`config.mk`:
```
export PLATFORM = sky130hd
export DESIGN_NAME = dccm_arbiter
export DESIGN_NICKNAME = d
export VERILOG_FILES = /design/src/rtl/dccm_arbiter.sv
export SDC_FILE = /design/constraint.sdc
export NUM_CORES = 1
export LEC_CHECK = 0
export BUFFER_PORTS_ARGS = -buffer_cell sky130_fd_sc_hd__buf_2
export CAP_MARGIN = 30
export CORE_AREA = 5 5 126 128
export CTS_BUF_LIST = sky130_fd_sc_hd__clkbuf_4
export DETAILED_ROUTE_END_ITERATION = 10
export DIE_AREA = 0 0 131 133
export GPL_ROUTABILITY_DRIVEN = 0
export GPL_TIMING_DRIVEN = 0
export SYNTH_ARGS = -nofsm -noshare
export SYNTH_HDL_FRONTEND = slang
export SYNTH_SLANG_ARGS = --single-unit
```
`constraint.sdc`:
```
create_clock -name clk -period 1.7 [get_ports clk]
set_clock_uncertainty 0.2 [all_clocks]
set_input_delay 0.17 -clock clk [delete_from_list [all_inputs] [get_ports clk]]
set_output_delay 0.17 -clock clk [all_outputs]
set_load 0.03 [all_outputs]
```
`src/rtl/dccm_arbiter.sv`:
```
// Two-master arbiter for the single DCCM port: core (m0) normally wins,
// DMA (m1) wins one tie after a bounded wait. Responses return one cycle later.
module dccm_arbiter #(
    parameter int STARVE_LIMIT = 4,
    parameter int CNT_W        = $clog2(STARVE_LIMIT + 1)
) (
    input  logic        clk,
    input  logic        rst_n,
    input  logic        m0_req,
    input  logic        m0_we,
    input  logic [31:0] m0_addr,
    input  logic [31:0] m0_wdata,
    output logic        m0_gnt,
    output logic        m0_rsp_vld,
    output logic        m0_rsp_err,
    output logic [31:0] m0_rdata,
    input  logic        m1_req,
    input  logic        m1_we,
    input  logic [31:0] m1_addr,
    input  logic [31:0] m1_wdata,
    output logic        m1_gnt,
    output logic        m1_rsp_vld,
    output logic        m1_rsp_err,
    output logic [31:0] m1_rdata,
    output logic        dccm_wr_en,
    output logic        dccm_rd_en,
    output logic [31:0] dccm_wr_addr,
    output logic [31:0] dccm_rd_addr,
    output logic [31:0] dccm_wr_data,
    input  logic [31:0] dccm_rd_data
);
    localparam logic [CNT_W-1:0] LIM = CNT_W'(STARVE_LIMIT);

    typedef enum logic {CORE_PRIO, DMA_BOOST} state_e;

    state_e             state_q, state_d;
    logic [CNT_W-1:0]   wait_cnt_q, wait_cnt_d;
    logic               rsp_vld_q, rsp_vld_d;
    logic               rsp_id_q, rsp_id_d;
    logic               rsp_rd_q, rsp_rd_d;
    logic               rsp_err_q, rsp_err_d;

    logic               m1_win, any_gnt, win_we, mis;
    logic [31:0]        win_addr, win_wdata, word_addr;

    always_comb begin
        m1_win    = m1_req && (!m0_req || state_q == DMA_BOOST);
        m0_gnt    = m0_req && !m1_win;
        m1_gnt    = m1_win;
        any_gnt   = m0_req || m1_req;
        win_we    = m1_win ? m1_we    : m0_we;
        win_addr  = m1_win ? m1_addr  : m0_addr;
        win_wdata = m1_win ? m1_wdata : m0_wdata;
        mis       = win_addr[1:0] != 2'b00;
        word_addr = {2'b00, win_addr[31:2]};

        // Misaligned accesses are accepted but never reach the memory.
        dccm_wr_en   = any_gnt && win_we && !mis;
        dccm_rd_en   = any_gnt && !win_we && !mis;
        dccm_wr_addr = dccm_wr_en ? word_addr : 32'h0;
        dccm_wr_data = dccm_wr_en ? win_wdata : 32'h0;
        dccm_rd_addr = dccm_rd_en ? word_addr : 32'h0;

        rsp_vld_d = any_gnt;
        rsp_id_d  = m1_win;
        rsp_rd_d  = dccm_rd_en;
        rsp_err_d = any_gnt && mis;

        wait_cnt_d = '0;
        if (m1_req && !m1_win)
            wait_cnt_d = (wait_cnt_q == LIM) ? wait_cnt_q : wait_cnt_q + 1'b1;

        // Boost is entered only after a blocked cycle at a saturated count,
        // so m0 still wins the cycle in which the counter saturates.
        state_d = state_q;
        case (state_q)
            CORE_PRIO: if (m1_req && !m1_win && wait_cnt_q == LIM) state_d = DMA_BOOST;
            DMA_BOOST: if (m1_win || !m1_req) state_d = CORE_PRIO;
            default:   state_d = CORE_PRIO;
        endcase
    end

    always_ff @(posedge clk or negedge rst_n) begin
        if (!rst_n) begin
            state_q    <= CORE_PRIO;
            wait_cnt_q <= '0;
            rsp_vld_q  <= 1'b0;
            rsp_id_q   <= 1'b0;
            rsp_rd_q   <= 1'b0;
            rsp_err_q  <= 1'b0;
        end else begin
            state_q    <= state_d;
            wait_cnt_q <= wait_cnt_d;
            rsp_vld_q  <= rsp_vld_d;
            rsp_id_q   <= rsp_id_d;
            rsp_rd_q   <= rsp_rd_d;
            rsp_err_q  <= rsp_err_d;
        end
    end

    assign m0_rsp_vld = rsp_vld_q && !rsp_id_q;
    assign m1_rsp_vld = rsp_vld_q && rsp_id_q;
    assign m0_rsp_err = m0_rsp_vld && rsp_err_q;
    assign m1_rsp_err = m1_rsp_vld && rsp_err_q;
    assign m0_rdata   = (m0_rsp_vld && rsp_rd_q) ? dccm_rd_data : 32'h0;
    assign m1_rdata   = (m1_rsp_vld && rsp_rd_q) ? dccm_rd_data : 32'h0;

endmodule

```
==> results of run 1 <==
[worst reg2reg max path: cells and delay by family, from the launching register on]
kind / cells / cell delay (ps)
AOI/OAI and AO/OA: 2 / 220
buffers and inverters: 3 / 460
DFF: 1 / 440
and+or+nand+nor: 1 / 180
[final timing paths]
| check | from | endpoint | slack (ps) | cells after the start |
|---|---|---|---|---|
| max in group asynchronous | rst_n | state_q | 1020 | 2 |
| min | m0_addr[1] | rsp_err_q | 30 | 2 |
| max reg2reg | state_q | rsp_rd_q | 70 | 6 |
| min reg2reg | wait_cnt_q[2] | wait_cnt_q[1] | 380 | 2 |
| min in group asynchronous | rst_n | wait_cnt_q[2] | 100 | 2 |
| max | state_q | dccm_rd_addr[23] | -440 | 6 |
[synthesized netlist by cell type, drive strengths merged]
| cell type | count | area share |
|---|---|---|
| nand4 | 124 | 0.27 |
| clkbuf | 20 | 0.026 |
| o311a | 1 | 0.0034 |
| a22oi | 63 | 0.16 |
| conb | 1 | 0.0013 |
| nand2b | 1 | 0.0030 |
| ha | 2 | 0.0086 |
| nand2 | 5 | 0.0073 |
| a211oi | 31 | 0.13 |
| nor3 | 1 | 0.0017 |
| a21oi | 1 | 0.0017 |
| o21ai | 1 | 0.0056 |
| inv | 3 | 0.0039 |
| a21boi | 1 | 0.0026 |
| and2 | 34 | 0.073 |
| and3 | 35 | 0.075 |
| and2b | 1 | 0.0026 |
| dfrtp | 8 | 0.069 |
| buf | 52 | 0.13 |
| nor2 | 7 | 0.011 |
| or2 | 1 | 0.0021 |
| nand3 | 4 | 0.011 |
| nor2b | 2 | 0.0043 |
| xnor2 | 1 | 0.0030 |
[per-layer routing]
layer / global-route usage / part of all wire / vias up / wire, um
met5: 0 / 0.00065 / - / 13
met4: 0.0531 / 0.023 / 2 / 452
met3: 0.0371 / 0.084 / 36 / 1680
met2: 0.360 / 0.53 / 249 / 10500
met1: 0.228 / 0.37 / 2440 / 7320
li1: - / - / 2357 / -
[registers in the layout, indices dropped and copies added, names as in the netlist]
register	flops
rsp_err_q	1
state_q	1
rsp_rd_q	1
wait_cnt_q	3
rsp_id_q	1
rsp_vld_q	1
[power by group]
part	leakage, nW	switching [W]	total (W)	internal (W)
combinational	3.11	0.000832	0.00155	0.000714
sequential	0.101	0.00000605	0.000205	0.000199
clock	0.0138	0.0000574	0.000138	0.0000803
total	3.22	0.000896	0.00189	0.000993
[cells by family after synthesis]
logic type | Yosys count | synth area share
other | 1 | 0.00129
AOI/OAI and AO/OA | 98 | 0.307
DFF | 8 | 0.0686
buffers and inverters | 75 | 0.155
xor gates and xnor gates | 1 | 0.00300
and+or+nand+nor | 215 | 0.457
adders and majority gates | 2 | 0.00858
[final cells by class]
cell class                      count  share of cell area
Inverter                            3             0.00149
Clock buffer                        3             0.00298
Sequential cell                     8              0.0267
Buffer                             70              0.0912
Timing Repair Buffer              369               0.436
Tap cell                          188              0.0311
Multi-Input combinational cell    321               0.411
[layout by cell type, fill, tap and decap left out, types with 2 or more instances in the layout]
| cell type | Yosys | layout |
|---|---|---|
| a211oi_4 | 0 | 30 |
| a22oi_2 | 0 | 62 |
| and2_1 | 34 | 5 |
| and2_4 | 0 | 29 |
| and3_1 | 35 | 4 |
| and3_4 | 0 | 31 |
| buf_12 | 0 | 15 |
| buf_16 | 0 | 4 |
| buf_2 | 22 | 181 |
| buf_4 | 16 | 24 |
| buf_6 | 11 | 178 |
| buf_8 | 0 | 12 |
| clkbuf_1 | 20 | 12 |
| clkbuf_16 | 0 | 8 |
| clkbuf_2 | 0 | 2 |
| clkbuf_4 | 0 | 3 |
| conb_1 | 1 | 4 |
| dfrtp_1 | 8 | 7 |
| ha_1 | 2 | 2 |
| inv_1 | 2 | 2 |
| nand2_1 | 4 | 4 |
| nand3_2 | 0 | 2 |
| nand4_1 | 124 | 124 |
| nor2_1 | 5 | 4 |
| nor2_4 | 0 | 2 |
[stage by stage]
step	instance area, sq um	util	TNS, ps
3_3_place_gp	5330	0.361	-41680
4_1_cts	6940	0.470	-46060
6_report	7560	0.512	-46860
2_1_floorplan	3450	-	-2110
3_5_place_dp	5330	0.361	-41860
5_1_grt	7560	0.512	-58290
[timing repair]
action / 4_1_cts / 5_1_grt
setup endpoints to repair: 161 / 160
buffers inserted: 20 / 8
hold buffers: 1 / 0
hold endpoints to repair: 8 / 0
gates resized for setup: 384 / 131
cloned: 6 / 8
pin swaps: 66 / 64
==> impl_metrics.env, run 1 <==
export IMPL_status="finished with violations"
export IMPL_violations="negative setup slack"
export IMPL_finalHoldViolCount=0
export IMPL_dp_cells=919
export IMPL_crit_fanout=6
export IMPL_cts_tree="built"
export IMPL_rows=45
export IMPL_post_place_ws_ps=-503
export IMPL_max_freq_mhz=467
export IMPL_min_period_ps=2140
export IMPL_seq_area_sq_um=201
export IMPL_avgRoutedWirePerCell_um=20.8
export IMPL_multi_input_area_sq_um=3100
export IMPL_final_cells=962
export IMPL_finalPower_w=0.00189
export IMPL_die_w_um=131
export IMPL_clk_insertion_delay_late_ps=240
export IMPL_grt_max_degree=11
export IMPL_synthToLayoutAreaGrowth_pct=159
export IMPL_fill_cells=1351
export IMPL_p_leak_nw=3.22
export IMPL_critPathMaxStageDelay_ps=440
export IMPL_nets=944
export IMPL_setup_ws_ps=-443
export IMPL_track_usage=0.196
export IMPL_clock_path_buffers=2
export IMPL_cts_made_buffers=3
export IMPL_drc_errors=0
export IMPL_firstDrtPassIters=4
export IMPL_diodes=0
export IMPL_seq_area_frac_synth=0.0686
export IMPL_slowest_stage="dfrtp_2"
export IMPL_routed_wl_um=20000
export IMPL_hpwl_um=14000
export IMPL_start_util=0.198
export IMPL_crit_buf_inv=3
export IMPL_cts_num_sinks=8
export IMPL_antenna_found_initial=1
export IMPL_fin_crit_sh=1.26
export IMPL_yosys_cell_types_count=32
export IMPL_port_buffers=328
export IMPL_drtIter0Drc=203
export IMPL_layout_drive_gt1_share=0.771
export IMPL_cts_clk_slew_worst_paths_ps=50
export IMPL_grt_pass1_vias=5183
export IMPL_cp_cell_sequence="nand2b_4 -> and3_1 -> buf_6 -> buf_12 -> a211oi_4 -> buf_6"
export IMPL_die_h_um=133
export IMPL_num_vias=5084
export IMPL_cp_top_family="buffers and inverters"
export IMPL_holdWs_ps=33.7
export IMPL_grt_pass1_wl_um=27500
export IMPL_dieArea_sq_um=17400
export IMPL_critPathKind="flop to primary output"
export IMPL_syn_area_sq_um=2920
export IMPL_rsz0062_at_grt="true"
export IMPL_syn_inst=400
export IMPL_grt_overflow_total=0
export IMPL_cts_max_level=1
export IMPL_ys_warn_count=0
export IMPL_start_kind="flop"
export IMPL_slew_viol_final=0
export IMPL_peakVddDrop_v=0.000119
export IMPL_critPathCaptureType="primary output"
export IMPL_cp_required_ps=1330
export IMPL_finalSetupViolCount=160
export IMPL_cp_common_cell="buf_6"
export IMPL_pin_count=334
export IMPL_syn_avg_cell_area_sq_um=7.29
export IMPL_cts_root_buf="clkbuf_4"
export IMPL_maxCapViolCount=0
export IMPL_ant_nets=0
export IMPL_worstPathArrival_ps=1770
export IMPL_coreArea_sq_um=14800
export IMPL_vias_per_cell=5.28
export IMPL_power_density_nw_per_um2=250
export IMPL_hold_class="input port to flop"
export IMPL_synth_seq_cells=8
(Power assumes the default switching activity.)
==> inputs of run 2 (changes only) <==
Settings changed: PLACE_DENSITY set to 0.5.
==> impl_metrics.env, run 2 (synthesis gave the netlist of run 1 again) <==
export IMPL_grt_max_degree=11
export IMPL_fin_crit_sh=1.27
export IMPL_final_cells=970
export IMPL_drc_errors=0
export IMPL_p_leak_nw=3.27
export IMPL_cts_root_buf="clkbuf_4"
export IMPL_pin_count=334
export IMPL_coreArea_sq_um=14800
export IMPL_crit_fanout=6
export IMPL_cts_tree="built"
export IMPL_final_util=0.519
export IMPL_vias_per_cell=5.46
export IMPL_cts_max_level=1
export IMPL_firstDrtPassIters=5
export IMPL_cp_top_family="buffers and inverters"
export IMPL_maxCapViolCount=0
export IMPL_p_switching_w=0.000916
export IMPL_max_slew_worst_pin_slew_ps=512
export IMPL_violations="negative setup slack"
export IMPL_layout_drive_gt1_share=0.781
export IMPL_setup_ws_ps=-466
export IMPL_clock_power_share=0.073
export IMPL_num_vias=5299
export IMPL_antenna_found_initial=2
export IMPL_die_h_um=133
export IMPL_rows=45
export IMPL_status="finished with violations"
export IMPL_track_usage=0.223
export IMPL_worstHoldPathCells=2
export IMPL_dieArea_sq_um=17400
export IMPL_dp_cells=919
export IMPL_hold_class="input port to flop"
export IMPL_start_util=0.198
export IMPL_worstPathArrival_ps=1800
export IMPL_clock_path_buffers=2
export IMPL_critPathMaxStageDelay_ps=400
export IMPL_worstRegToRegCells=6
export IMPL_routed_wl_um=22200
export IMPL_critPathCaptureType="primary output"
export IMPL_power_frac_comb=0.819
export IMPL_drtIter0Drc=271
export IMPL_cp_required_ps=1330
export IMPL_hpwl_um=15600
export IMPL_holdWs_ps=61.4
export IMPL_ant_nets=0
export IMPL_dpl_instance_area_sq_um=5330
export IMPL_die_w_um=131
export IMPL_finalHoldViolCount=0
export IMPL_slew_viol_final=0
export IMPL_slowest_stage="dfrtp_1"
export IMPL_largest_register_ffs=3
export IMPL_power_density_nw_per_um2=247
export IMPL_largest_register="wait_cnt_q"
export IMPL_min_period_ps=2170
export IMPL_relSlewSlack=0.659
export IMPL_crit_buf_inv=3
export IMPL_cp_cell_sequence="buf_4 -> nand2_8 -> buf_8 -> nand4_1 -> a211oi_4 -> buf_6"
export IMPL_critPathKind="flop to primary output"
export IMPL_clk_insertion_delay_late_ps=240
export IMPL_port_buffers=328
export IMPL_cts_num_sinks=8
export IMPL_finalSetupViolCount=157
export IMPL_grt_overflow_total=0
export IMPL_grt_pass1_vias=5594
export IMPL_path_depth=6
export IMPL_start_kind="flop"
export IMPL_avgRoutedWirePerCell_um=22.9
export IMPL_max_freq_mhz=462
export IMPL_seqPwrFrac=0.109
export IMPL_layout_common_cells="buf_2 (180), buf_6 (169), nand4_1 (124)"
export IMPL_grt_pass1_wl_um=30900
export IMPL_cts_clk_slew_worst_paths_ps=50
export IMPL_p_int_w=0.000973
export IMPL_nets=951
export IMPL_final_common_cell="buf_2"
export IMPL_peakVddDrop_v=0.000108
export IMPL_cts_made_buffers=3
export IMPL_rsz0062_at_grt="true"
export IMPL_switching_share=0.485
export IMPL_design_area_sq_um=7660
export IMPL_synthToLayoutAreaGrowth_pct=163
[run 2: changes by cell type in the layout (fill, tap and decap cells not counted), moves of 2 or more]
| cell | delta |
|---|---|
| buf_8 | +13 |
| buf_4 | +9 |
| buf_6 | -9 |
| and2_1 | -3 |
| and2_4 | +3 |
| buf_12 | -3 |
| nand2_8 | +2 |
| nand3_4 | +2 |
[run 2: cell type report]
type | instances | area, sq um
multi-input cells | 322 | 3160
fillers | 1368 | 7090
repair buffers | 375 | 3320
clock buffers | 3 | 22.5
diodes | 1 | 2.50
inverters | 3 | 11.3
flip-flops and latches | 8 | 201
plain buffers | 70 | 704
well taps | 188 | 235
[run 2: path summary, 6_finish.rpt]
| check | from | to | slack [ps] |
|---|---|---|---|
| max in group asynchronous | rst_n | rsp_rd_q | 1020 |
| min | m0_addr[1] | rsp_err_q | 60 |
| min reg2reg | wait_cnt_q[1] | wait_cnt_q[1] | 370 |
| max | state_q | dccm_rd_addr[19] | -470 |
| max reg2reg | state_q | rsp_rd_q | 80 |
| min in group asynchronous | rst_n | wait_cnt_q[2] | 100 |
[run 2: stage by stage]
stage / total power (W) / TNS, ps / setup WS [ps]
finish: 0.00189 / -40620 / -466
floorplan: 0.000901 / -2110 / -150
global placement: 0.00132 / -41650 / -572
detailed placement: 0.00134 / -45360 / -575
CTS: 0.00179 / -41020 / -468
global route: 0.00199 / -52150 / -541
[run 2: layer usage]
metal	share of wire	GRT usage	routed length, um
met1	0.35	0.241	7750
met2	0.53	0.415	11700
met3	0.087	0.0468	1940
met4	0.035	0.0811	773
met5	0.00032	0	7
[run 2: what timing repair did]
action,4_1_cts,5_1_grt
gates resized for setup,438,82
setup endpoints to repair,161,162
buffers inserted,21,10
pin swaps,122,74
gates cloned,11,9
hold buffers,1,0
hold endpoints to repair,8,0
[run 2: power groups by stage]
stage | sequential, W | clock (W) | combinational [W]
floorplan | 0.000207 | 0 | 0.000695
global placement | 0.000208 | 0 | 0.00112
detailed placement | 0.000209 | 0 | 0.00113
CTS | 0.000205 | 0.000145 | 0.00144
global route | 0.000207 | 0.000159 | 0.00162
finish | 0.000205 | 0.000137 | 0.00155
==> inputs of run 3 (changes only) <==
==> constraint.sdc (replaced) <==
create_clock -name clk -period 1.7 [get_ports clk]
set_clock_uncertainty 0.2 [all_clocks]
set_input_delay 0.34 -clock clk [delete_from_list [all_inputs] [get_ports clk]]
set_output_delay 0.34 -clock clk [all_outputs]
set_load 0.03 [all_outputs]
==> impl_metrics.env, run 3 (synthesis gave the netlist of run 1 again) <==
export IMPL_multi_input_area_sq_um=3150
export IMPL_fin_crit_sh=1.38
export IMPL_layout_drive_gt1_share=0.790
export IMPL_cts_max_level=1
export IMPL_min_period_ps=2350
export IMPL_rows=45
export IMPL_seq_area_sq_um=201
export IMPL_dieArea_sq_um=17400
export IMPL_pin_count=334
export IMPL_largest_register_ffs=3
export IMPL_grt_pass1_vias=5512
export IMPL_finalPower_w=0.00185
export IMPL_max_slew_worst_pin_slew_ps=535
export IMPL_num_vias=5177
export IMPL_slew_viol_final=0
export IMPL_violations="negative setup slack"
export IMPL_post_place_ws_ps=-670
export IMPL_final_cells=961
export IMPL_drtIter0Drc=281
export IMPL_cp_required_ps=1160
export IMPL_cts_num_sinks=8
export IMPL_wl_met2_um=11300
export IMPL_peakVddDrop_v=0.000141
export IMPL_start_kind="flop"
export IMPL_relSlewSlack=0.643
export IMPL_worstPathArrival_ps=1810
export IMPL_grt_max_degree=11
export IMPL_clk_insertion_delay_late_ps=250
export IMPL_dp_cells=919
export IMPL_grt_pass1_wl_um=31900
export IMPL_finalSetupViolCount=162
export IMPL_startpoint="state_q"
export IMPL_drc_errors=0
export IMPL_p_leak_nw=3.12
export IMPL_crit_fanout=8
export IMPL_power_density_nw_per_um2=252
export IMPL_status="finished with violations"
export IMPL_avgRoutedWirePerCell_um=22.6
export IMPL_dr_wl_met3_um=1570
export IMPL_hp_start="m0_addr[0]"
export IMPL_fill_cells=1351
export IMPL_top_layer_used="met4"
export IMPL_rsz0062_at_grt="true"
export IMPL_maxCapViolCount=0
export IMPL_grt_overflow_total=0
export IMPL_cts_root_buf="clkbuf_4"
export IMPL_met1_length_um=8140
export IMPL_setup_ws_ps=-650
export IMPL_layout_common_cells="buf_2 (175), buf_6 (151), nand4_1 (124)"
export IMPL_cts_made_buffers=3
export IMPL_hold_class="input port to flop"
export IMPL_final_common_cell="buf_2"
export IMPL_synthToLayoutAreaGrowth_pct=152
export IMPL_cts_tree="built"
export IMPL_design_area_sq_um=7350
export IMPL_critPathCaptureType="primary output"
export IMPL_start_util=0.198
export IMPL_die_w_um=131
export IMPL_coreArea_sq_um=14800
export IMPL_firstDrtPassIters=4
export IMPL_r2r_start="state_q"
export IMPL_vias_per_cell=5.39
export IMPL_track_usage=0.232
export IMPL_finalHoldViolCount=0
export IMPL_dpl_instance_area_sq_um=5490
export IMPL_routed_wl_um=21700
export IMPL_cts_clk_slew_worst_paths_ps=50
export IMPL_critPathKind="flop to primary output"
export IMPL_max_freq_mhz=426
export IMPL_port_buffers=328
export IMPL_die_h_um=133
export IMPL_nets=940
export IMPL_largest_register="wait_cnt_q"
export IMPL_antenna_found_initial=2
export IMPL_hpwl_um=15900
export IMPL_ant_nets=0
export IMPL_clock_path_buffers=2
## run 3: changes by cell type in the layout (fill, tap and decap cells not counted), moves of 2 or more
cell,previous run,this run
and3_1,3,1
and3_4,32,34
buf_12,12,6
buf_2,180,175
buf_4,33,56
buf_6,169,151
buf_8,25,28
clkbuf_1,11,6
clkbuf_16,7,1
clkbuf_2,2,8
diode_2,1,3
nand2_8,2,0
## run 3: layer usage
metal / track usage / up-vias
li1: - / 2340
met1: 0.273 / 2536
met2: 0.421 / 259
met3: 0.0379 / 42
met4: 0.0714 / 0
met5: 0 / -
## run 3: worst max-delay path, stage by stage, from the launching register on
cell	delay, ps
dfrtp_1	410
nand2b_4	190
buf_12	160
buf_8	120
nand4_1	210
a211oi_4	290
buf_6	160
## run 3: final cells by class
class | instances | share of cell area
Inverter | 3 | 0.00153
Clock buffer | 3 | 0.00307
Antenna cell | 3 | 0.00102
Multi-Input combinational cell | 321 | 0.428
Tap cell | 188 | 0.0320
Sequential cell | 8 | 0.0274
Buffer | 70 | 0.0909
Timing Repair Buffer | 365 | 0.416
## run 3: stage by stage
step	TNS (ps)	util	hold WS, ps
floorplan	-15790	-	-156
global placement	-62090	0.372	-8.40
detailed placement	-65600	0.372	-2.79
CTS	-75390	0.489	196
finish	-72320	0.498	200
global route	-84280	0.498	229
## run 3: worst paths after layout
kind                                    end  slack [ps]  cells after the start
max                        dccm_rd_addr[25]        -650                      6
min                               rsp_err_q         200                      2
max reg2reg                        rsp_rd_q          50                      4
min reg2reg                   wait_cnt_q[0]         380                      2
max in group asynchronous          rsp_rd_q         860                      2
min in group asynchronous     wait_cnt_q[1]         260                      2
## run 3: report_power, final
part / internal [W] / switching (W) / total, W / leakage, nW
logic: 0.000658 / 0.000843 / 0.00150 / 3.01
registers: 0.000199 / 0.00000769 / 0.000207 / 0.101
clock network: 0.0000806 / 0.0000619 / 0.000142 / 0.0138
total: 0.000938 / 0.000912 / 0.00185 / 3.12
## run 3: repair_timing
item,4_1_cts,5_1_grt
resized for setup,428,29
setup buffers,21,6
pin swaps,130,40
hold buffers,1,0
cloned,11,1
endpoints found under the setup margin,163,163
hold endpoints to repair,8,0
